File: config.mk
export PLATFORM = sky130hd
export DESIGN_NAME = reg_memory
export DESIGN_NICKNAME = d
export VERILOG_FILES = /design/src/rtl/reg_memory.sv
export SDC_FILE = /design/constraint.sdc
export NUM_CORES = 1
export LEC_CHECK = 0
export CAP_MARGIN = 10
export CELL_PAD_IN_SITES_DETAIL_PLACEMENT = 0
export CELL_PAD_IN_SITES_GLOBAL_PLACEMENT = 2
export CORE_ASPECT_RATIO = 1.2
export CORE_MARGIN = 3
export CORE_UTILIZATION = 36
export CTS_BUF_LIST = sky130_fd_sc_hd__clkbuf_4 sky130_fd_sc_hd__clkbuf_8
export CTS_CLUSTER_DIAMETER = 80
export CTS_CLUSTER_SIZE = 16
export DETAILED_ROUTE_END_ITERATION = 16
export PLACE_DENSITY = 0.8
export SYNTH_ARGS = -nofsm -noshare
export SYNTH_HDL_FRONTEND = slang
export SYNTH_SLANG_ARGS = --single-unit
File: constraint.sdc
create_clock -name clk -period 2.8 [get_ports clk]
set_clock_uncertainty 0.05 [all_clocks]
set_input_delay 0.56 -clock clk [delete_from_list [all_inputs] [get_ports clk]]
set_output_delay 0.56 -clock clk [all_outputs]
set_load 0.01 [all_outputs]
File: src/rtl/reg_memory.sv
// 16x32 general-purpose register file: two combinational read ports, one synchronous write port.
// Define REGMEMORY_BYPASS_EN to forward in-flight write data to a matching read port in the same cycle.
module reg_memory #(
    parameter int DATA_W = 32,
    parameter int ADDR_W = 4
) (
    input  logic              clk,
    input  logic              rst_n,
    input  logic [ADDR_W-1:0] Ra,
    input  logic [ADDR_W-1:0] Rb,
    input  logic [ADDR_W-1:0] Rd,
    input  logic [DATA_W-1:0] DataInput,
    input  logic              DataInputON,
    output logic [DATA_W-1:0] Data1,
    output logic [DATA_W-1:0] Data2
);

    localparam int DEPTH = 2**ADDR_W;

    logic [DEPTH-1:0][DATA_W-1:0] mem_q, mem_d;

    always_comb begin
        mem_d = mem_q;
        if (DataInputON)
            mem_d[Rd] = DataInput;
    end

    // Reset wins over a write issued in the same cycle.
    always_ff @(posedge clk) begin
        if (!rst_n)
            mem_q <= '0;
        else
            mem_q <= mem_d;
    end

`ifdef REGMEMORY_BYPASS_EN
    logic fwd_en;
    assign fwd_en = DataInputON && rst_n;

    always_comb begin
        Data1 = (fwd_en && (Ra == Rd)) ? DataInput : mem_q[Ra];
        Data2 = (fwd_en && (Rb == Rd)) ? DataInput : mem_q[Rb];
    end
`else
    always_comb begin
        Data1 = mem_q[Ra];
        Data2 = mem_q[Rb];
    end
`endif

endmodule

* After elaboration in Yosys (flattened, before gate mapping) *
Index checks and enable logic that the tools add are counted.
Widths: inputs -> output; s select.

storage, ports and cells
  register bits = 512
  input port bits = 47

operators by class
  $lt $le $gt $ge = 4
  muxes and demuxes = 7
  reduce and logical (&&, ||, !) cells = 1

operators with widths
  cell                count
  $bwmux 512          1
  $bmux 32 s4         2
  $demux 32 s4        1
  $mux 32             3
  $lt 4x5->1 const B  3
  $ge 4x1->1 const B  1
  $logic_and 1x1->1   1

* Logic depth before layout (Yosys ltp) *
Gate-level depths: netlist (run 1).

  depth after elaboration = 5
  depth in mapped cells = 7

* Worst setup path after synthesis (run 1) *
OpenSTA, ideal clock, no wires.

  kind = input port to output port
  start point = in Ra[0]
  end point = out Data1[16]
  arrival time = 1797 ps
  slack = 393 ps
  stages on the path = 5
  buffers on the path = 2
  path through = buf_2 > buf_2 > mux4_2 > a22oi_1 > nand2_1

between the ends
  cells in the longest elaborated chain, start to end = 2

RTL lines
  what                           RTL line  source
  start: declaration             9         input logic [ADDR_W-1:0] Ra,
  $bmux 32 s4                    46        Data1 = mem_q[Ra];
  $mux 32 (not written as such)  46
  end: declaration               14        output logic [DATA_W-1:0] Data1,

Every way passes these cells. The select of a mux whose other input is x is not followed.

* Worst setup path in the final report (run 1) *
  start point = in Ra[0]
  end point = out Data1[8]

Same word-level chain as after synthesis.

==> impl_metrics.py, run 1 <==
metrics = {
    "grt": {
        "track_usage_pct": 28.0,
        "grt_pass1_vias": 26600,
        "grt_pass1_wl_um": 177000,
        "overflow": 0,
        "grt_max_degree": 132,
        "antenna_found_initial": 11,
    },
    "synth": {
        "netlist_area_sq_mm": 0.0284,
        "synth.avg_cell_area_sq_um": 9.59,
        "ys_ff_latch": 512,
        "syn-instance-count": 2959,
        "ys_warn_count": 0,
        "synth_fp_nets": 3006,
        "ys_types": 23,
        "ys_seq_area_share_pct": 36.1,
    },
    "routing": {
        "drt-total-wl_um": 119000,
        "wire_per_inst_um": 29.9,
        "firstDrtPassIters": 5,
        "num_vias": 26300,
        "drc_errors": 0,
        "drt_iter0_drc": 3056,
        "ant_nets": 0,
        "avgViaCountPerCell": 6.61,
    },
    "placement": {
        "place_congestion": 0.860,
        "dp.cells": 3884,
        "hpwl_um": 69200,
        "port_buffers": 110,
        "dp_slack_ns": -0.525,
    },
    "timing": {
        "tightest_slew_ns": 0.778,
        "fin_crit_ns": 2.85,
        "fmax_mhz": 350,
        "report.final.slew_viol_count": 0,
        "finalSetupViolCount": 4,
        "hold_violations": 0,
        "post-route-period-util_pct": 102,
        "worst_slack_ns": -0.0532,
        "relSlewSlack_pct": 48.0,
        "rsz0062_at_grt": "yes",
    },
    "flow_run": {
        "drv_cap": 0,
    },
    "power_and_ir_drop": {
        "pwr-share-comb_pct": 17.5,
        "p_per_area_mw_per_mm2": 416,
        "seq_power_share_pct": 53.1,
        "pwr-share-clk_pct": 29.4,
        "netSwitchingPower_mw": 4.21,
        "switching_share_pct": 30.0,
        "total_power_mw": 14.0,
        "power.internal_mw": 9.81,
        "max-vdd-ir-drop_uv": 307,
        "p_leak_nw": 10.8,
    },
    "critical_path": {
        "crit_chain": "bufbuf_16 > buf_6 > mux4_2 > a22oi_2 > nand2_2 > dlygate4sd2_1",
        "critical_path_arrival_ns": 2.24,
        "cpPeakStageDelay_ns": 0.52,
        "cp.required_ns": 2.19,
        "start_kind": "input pin",
        "ff2ff_path_depth": 2,
        "end_kind": "output pin",
        "critPathSlowestCell": "mux4_2",
        "critPathKind": "input pin to output pin",
        "crit_fanout": 6,
    },
    "cts": {
        "numCtsBuffers": 38,
        "htreeDepth": 2,
        "insertion_delay_ns": 0.68,
        "clkTransAtPathRegs_ns": 0.10,
        "cts_tree": "done",
        "cts_sinks": 512,
        "clk_path_buf_depth": 3,
        "cts-root-buf": "clkbuf_8",
    },
    "finish": {
        "final_cell_mix": "nand3_1 (512), o21ai_0 (512), dfxtp_1 (510)",
        "largest-register": "mem_q",
        "largestRegisters": "mem_q x512",
        "largest_reg_flops": 512,
        "drive_above_1_share_pct": 23.9,
        "final_cell_count_no_fill": 3979,
        "area_growth_pct": 18.7,
        "layout.nets": 2984,
    },
    "worst_hold_path": {
        "hold_depth": 2,
        "hold_path.class": "input pin to flop",
    },
    "die": {
        "core_sq_mm": 0.0779,
        "ios": 111,
        "die_w_um": 262,
        "start_util_pct": 36.4,
        "dieArea_sq_mm": 0.0823,
        "die_h_um": 314,
        "fp-row-count": 112,
    },
    "outcome": {
        "status": "finished, violations left",
        "violations": "negative setup slack",
    },
}
## critical path: cells and delay by family
| kind | cells | cell delay, ns |
|---|---|---|
| simple gates | 1 | 0.14 |
| compound gates | 1 | 0.27 |
| mux | 1 | 0.52 |
| buf+inv | 3 | 0.75 |
## power groups by stage
stage	Sequential [mW]	Combinational (mW)	Clock [mW]
after detailed placement	7.60	2.25	0
after global routing	7.45	2.52	4.41
after floorplan	7.58	1.18	0
after global placement	7.60	2.23	0
after CTS	7.44	2.37	4.19
final	7.44	2.46	4.12
## cells by family after synthesis
| kind of cell | after synthesis | synth area share (%) |
|---|---|---|
| AO/OA/AOI/OAI | 1152 | 26.0 |
| AND/OR/NAND/NOR | 608 | 10.6 |
| flip-flops | 512 | 36.1 |
| buffers and inverters | 431 | 7.02 |
| multiplexers | 256 | 20.3 |
## layout make-up
cell class	instances	area (sq um)
diodes	9	22.5
clock buffers	44	593
clock inverters	3	42.5
fillers	7390	44200
multi-input cells	2016	16700
flip-flops and latches	512	10300
well taps	1026	1280
repair buffers	369	4770
## per-stage QoR
step / util [%] / area (sq um) / setup TNS, ns / hold slack (ns)
final: 43.2 / 33700 / -0.0645 / 0.249
after global routing: 43.2 / 33700 / -0.146 / 0.243
after CTS: 42.8 / 33400 / -0.0554 / 0.217
after detailed placement: 41.1 / 32000 / -21.94 / 0.428
after global placement: 41.1 / 32000 / -21.29 / 0.416
after floorplan: - / 28400 / 0 / 0.409
## Yosys cell counts (all sizes together)
cell | instances | area (sq um)
a21boi | 512 | 3840
a22oi | 128 | 961
and2 | 3 | 18.8
and3 | 2 | 12.5
and3b | 4 | 35.0
buf | 152 | 946
clkbuf | 279 | 1050
dfxtp | 512 | 10200
mux4 | 256 | 5770
nand2 | 65 | 244
nand2b | 2 | 12.5
nand3 | 514 | 2570
nand3b | 4 | 30.0
nor2 | 3 | 11.3
nor2b | 6 | 37.5
nor3b | 2 | 15.0
o21ai | 512 | 2560
or2 | 1 | 6.26
or3b | 2 | 17.5
## layer usage
metal  wire [um]  part of all wire [%]  global-route usage [%]  vias up
met5          56                 0.047                       0        -
li1            -                     -                       -    11100
met1       45800                    39                    35.6    13300
met3       10700                   9.0                    5.21      371
met4        5990                   5.0                    13.9        8
met2       56200                    47                    45.6     1557
## worst paths after layout
| kind | from | endpoint | slack, ns |
|---|---|---|---|
| worst max-delay path | Ra[0] | Data1[8] | -0.05 |
| worst min-delay path | rst_n | mem_q[159]$_SDFFE_PN0P_ | 0.25 |
| worst max register to register | mem_q[47]$_SDFFE_PN0P_ | mem_q[47]$_SDFFE_PN0P_ | 1.96 |
| worst min register to register | mem_q[171]$_SDFFE_PN0P_ | mem_q[171]$_SDFFE_PN0P_ | 0.44 |
## timing repair
item                                    in CTS  in global routing
gates resized for setup                    194                 54
endpoints found under the hold margin        0                  0
buffers inserted                            18                 10
endpoints found under the setup margin      64                 42
pin swaps                                   21                 16
hold buffers                                 0                  0
gates cloned                                 7                  4
Note: power is estimated with default switching activity, not from simulation.
==> run 2, diff against run 1 <==
--- a/config.mk
+++ b/config.mk
@@ -13,7 +13,7 @@
 export CORE_UTILIZATION = 36
 export CTS_BUF_LIST = sky130_fd_sc_hd__clkbuf_4 sky130_fd_sc_hd__clkbuf_8
 export CTS_CLUSTER_DIAMETER = 80
-export CTS_CLUSTER_SIZE = 16
+export CTS_CLUSTER_SIZE = 28
 export DETAILED_ROUTE_END_ITERATION = 16
 export PLACE_DENSITY = 0.8
 export SYNTH_ARGS = -nofsm -noshare
==> impl_metrics.py, run 2 (synthesized netlist as in run 1, its figures left out) <==
metrics = {
    "outcome": {
        "status": "completed",
    },
    "cts": {
        "clkTransAtPathRegs_ns": 0.17,
        "insertion_delay_ns": 0.72,
        "hold_buffers": 0,
        "numCtsBuffers": 30,
        "htreeDepth": 1,
        "clk_path_buf_depth": 3,
        "cts-root-buf": "clkbuf_8",
        "cts_sinks": 512,
        "cts_tree": "done",
    },
    "placement": {
        "port_buffers": 110,
        "dp_slack_ns": -0.525,
        "hpwl_um": 69200,
        "dpl_cell_area_sq_mm": 0.0320,
        "place_congestion": 0.860,
    },
    "routing": {
        "drt_iter0_drc": 3040,
        "drt-total-wl_um": 117000,
        "firstDrtPassIters": 6,
        "num_vias": 26200,
        "avgViaCountPerCell": 6.59,
        "wire_per_inst_um": 29.4,
        "drc_errors": 0,
        "ant_nets": 0,
    },
    "power_and_ir_drop": {
        "max-vdd-ir-drop_uv": 383,
        "p_per_area_mw_per_mm2": 418,
        "seq_power_share_pct": 53.3,
        "p_leak_nw": 10.6,
        "switching_share_pct": 31.9,
        "netSwitchingPower_mw": 4.46,
        "pwr-share-clk_pct": 29.6,
        "pwr-share-comb_pct": 17.1,
        "power.internal_mw": 9.51,
        "total_power_mw": 14.0,
    },
    "finish": {
        "layout.nets": 2963,
        "area_growth_pct": 17.7,
        "largest-register": "mem_q",
        "largestRegisters": "mem_q x512",
        "largest_reg_flops": 512,
        "finalCoreUtilization_pct": 42.9,
        "design_area_sq_mm": 0.0334,
        "drive_above_1_share_pct": 27.2,
        "final_cell_mix": "nand3_1 (512), o21ai_0 (512), dfxtp_1 (463)",
    },
    "grt": {
        "track_usage_pct": 27.6,
        "grt_max_degree": 132,
        "antenna_found_initial": 9,
        "grt_pass1_vias": 26500,
        "grt_pass1_wl_um": 176000,
        "overflow": 0,
    },
    "timing": {
        "relSlewSlack_pct": 49.1,
        "finalSetupViolCount": 0,
        "rsz0062_at_grt": "yes",
        "hold_violations": 0,
        "fin_crit_ns": 2.76,
        "report.final.slew_viol_count": 0,
        "fmax_mhz": 363,
        "post-route-period-util_pct": 98.4,
        "tightest_slew_ns": 0.761,
        "worst_slack_ns": 0.0450,
    },
    "critical_path": {
        "rrSetupSlack_ns": 1.96,
        "start_kind": "flop",
        "cpPeakStageDelay_ns": 0.48,
        "cp_top_family": "multiplexers",
        "critPathKind": "flop to output pin",
        "end_kind": "output pin",
        "critPathSlowestCell": "mux4_2",
        "cp.required_ns": 2.19,
        "crit_buf_inv": 1,
        "crit_fanout": 3,
        "crit_chain": "mux4_2 > a22oi_2 > nand2_2 > clkdlybuf4s15_2",
        "critical_path_arrival_ns": 2.15,
    },
    "die": {
        "ios": 111,
        "core_sq_mm": 0.0779,
        "die_w_um": 262,
        "die_h_um": 314,
        "start_util_pct": 36.4,
        "fp-row-count": 112,
        "dieArea_sq_mm": 0.0823,
    },
    "worst_hold_path": {
        "hold_path.class": "input pin to flop",
    },
    "flow_run": {
        "drv_cap": 0,
    },
}
-- run 2: power by group through the flow --
stage | Sequential (mW) | Clock, mW | Combinational, mW
after detailed placement | 7.60 | 0 | 2.25
final | 7.45 | 4.14 | 2.39
after CTS | 7.45 | 4.21 | 2.33
after floorplan | 7.58 | 0 | 1.18
after global routing | 7.46 | 4.43 | 2.46
after global placement | 7.60 | 0 | 2.23
-- run 2: area by class of cell --
type / instances / area, sq um
timing repair buffer: 356 / 4310
antenna: 5 / 12.5
clock inverter: 23 / 274
fill: 7469 / 44500
tap: 1026 / 1280
sequential: 512 / 10300
clock buffer: 31 / 427
multi-input combinational: 2016 / 16800
-- run 2: stage by stage --
stage,cells,TNS (ns),hold WS (ns)
3_3_place_gp,3884,-21.29,0.416
5_1_grt,3966,-0.0102,0.135
4_1_cts,3954,-0.124,0.126
6_report,3969,0,0.181
2_1_floorplan,2959,0,0.409
3_5_place_dp,3884,-21.94,0.428
-- run 2: worst reg2reg max path: cells and delay by family, from the launching register on --
| family | cells | cell delay, ns |
|---|---|---|
| compound gates | 2 | 0.33 |
| flops | 1 | 0.38 |
-- run 2: timing repair --
item,4_1_cts,5_1_grt
hold endpoints to repair,0,0
pin swaps,50,25
setup buffers,13,10
cloned,3,0
endpoints found under the setup margin,64,50
gates resized for setup,304,84
-- run 2: per-layer routing --
| metal | vias up | track usage, % | part of all wire, % |
|---|---|---|---|
| li1 | 11000 | - | - |
| met2 | 1444 | 45.3 | 48 |
| met5 | - | 0 | 0.059 |
| met1 | 13300 | 35.4 | 39 |
| met4 | 10 | 12.9 | 5.0 |
| met3 | 355 | 4.69 | 8.3 |
-- run 2: worst paths after layout --
check                                        startpoint                 endpoint  cells past startpoint
worst max-delay path            mem_q[119]$_SDFFE_PN0P_                Data2[23]                      4
worst min-delay path                              rst_n  mem_q[458]$_SDFFE_PN0P_                      2
worst max register to register  mem_q[395]$_SDFFE_PN0P_  mem_q[395]$_SDFFE_PN0P_                      2
worst min register to register  mem_q[171]$_SDFFE_PN0P_  mem_q[171]$_SDFFE_PN0P_                      2
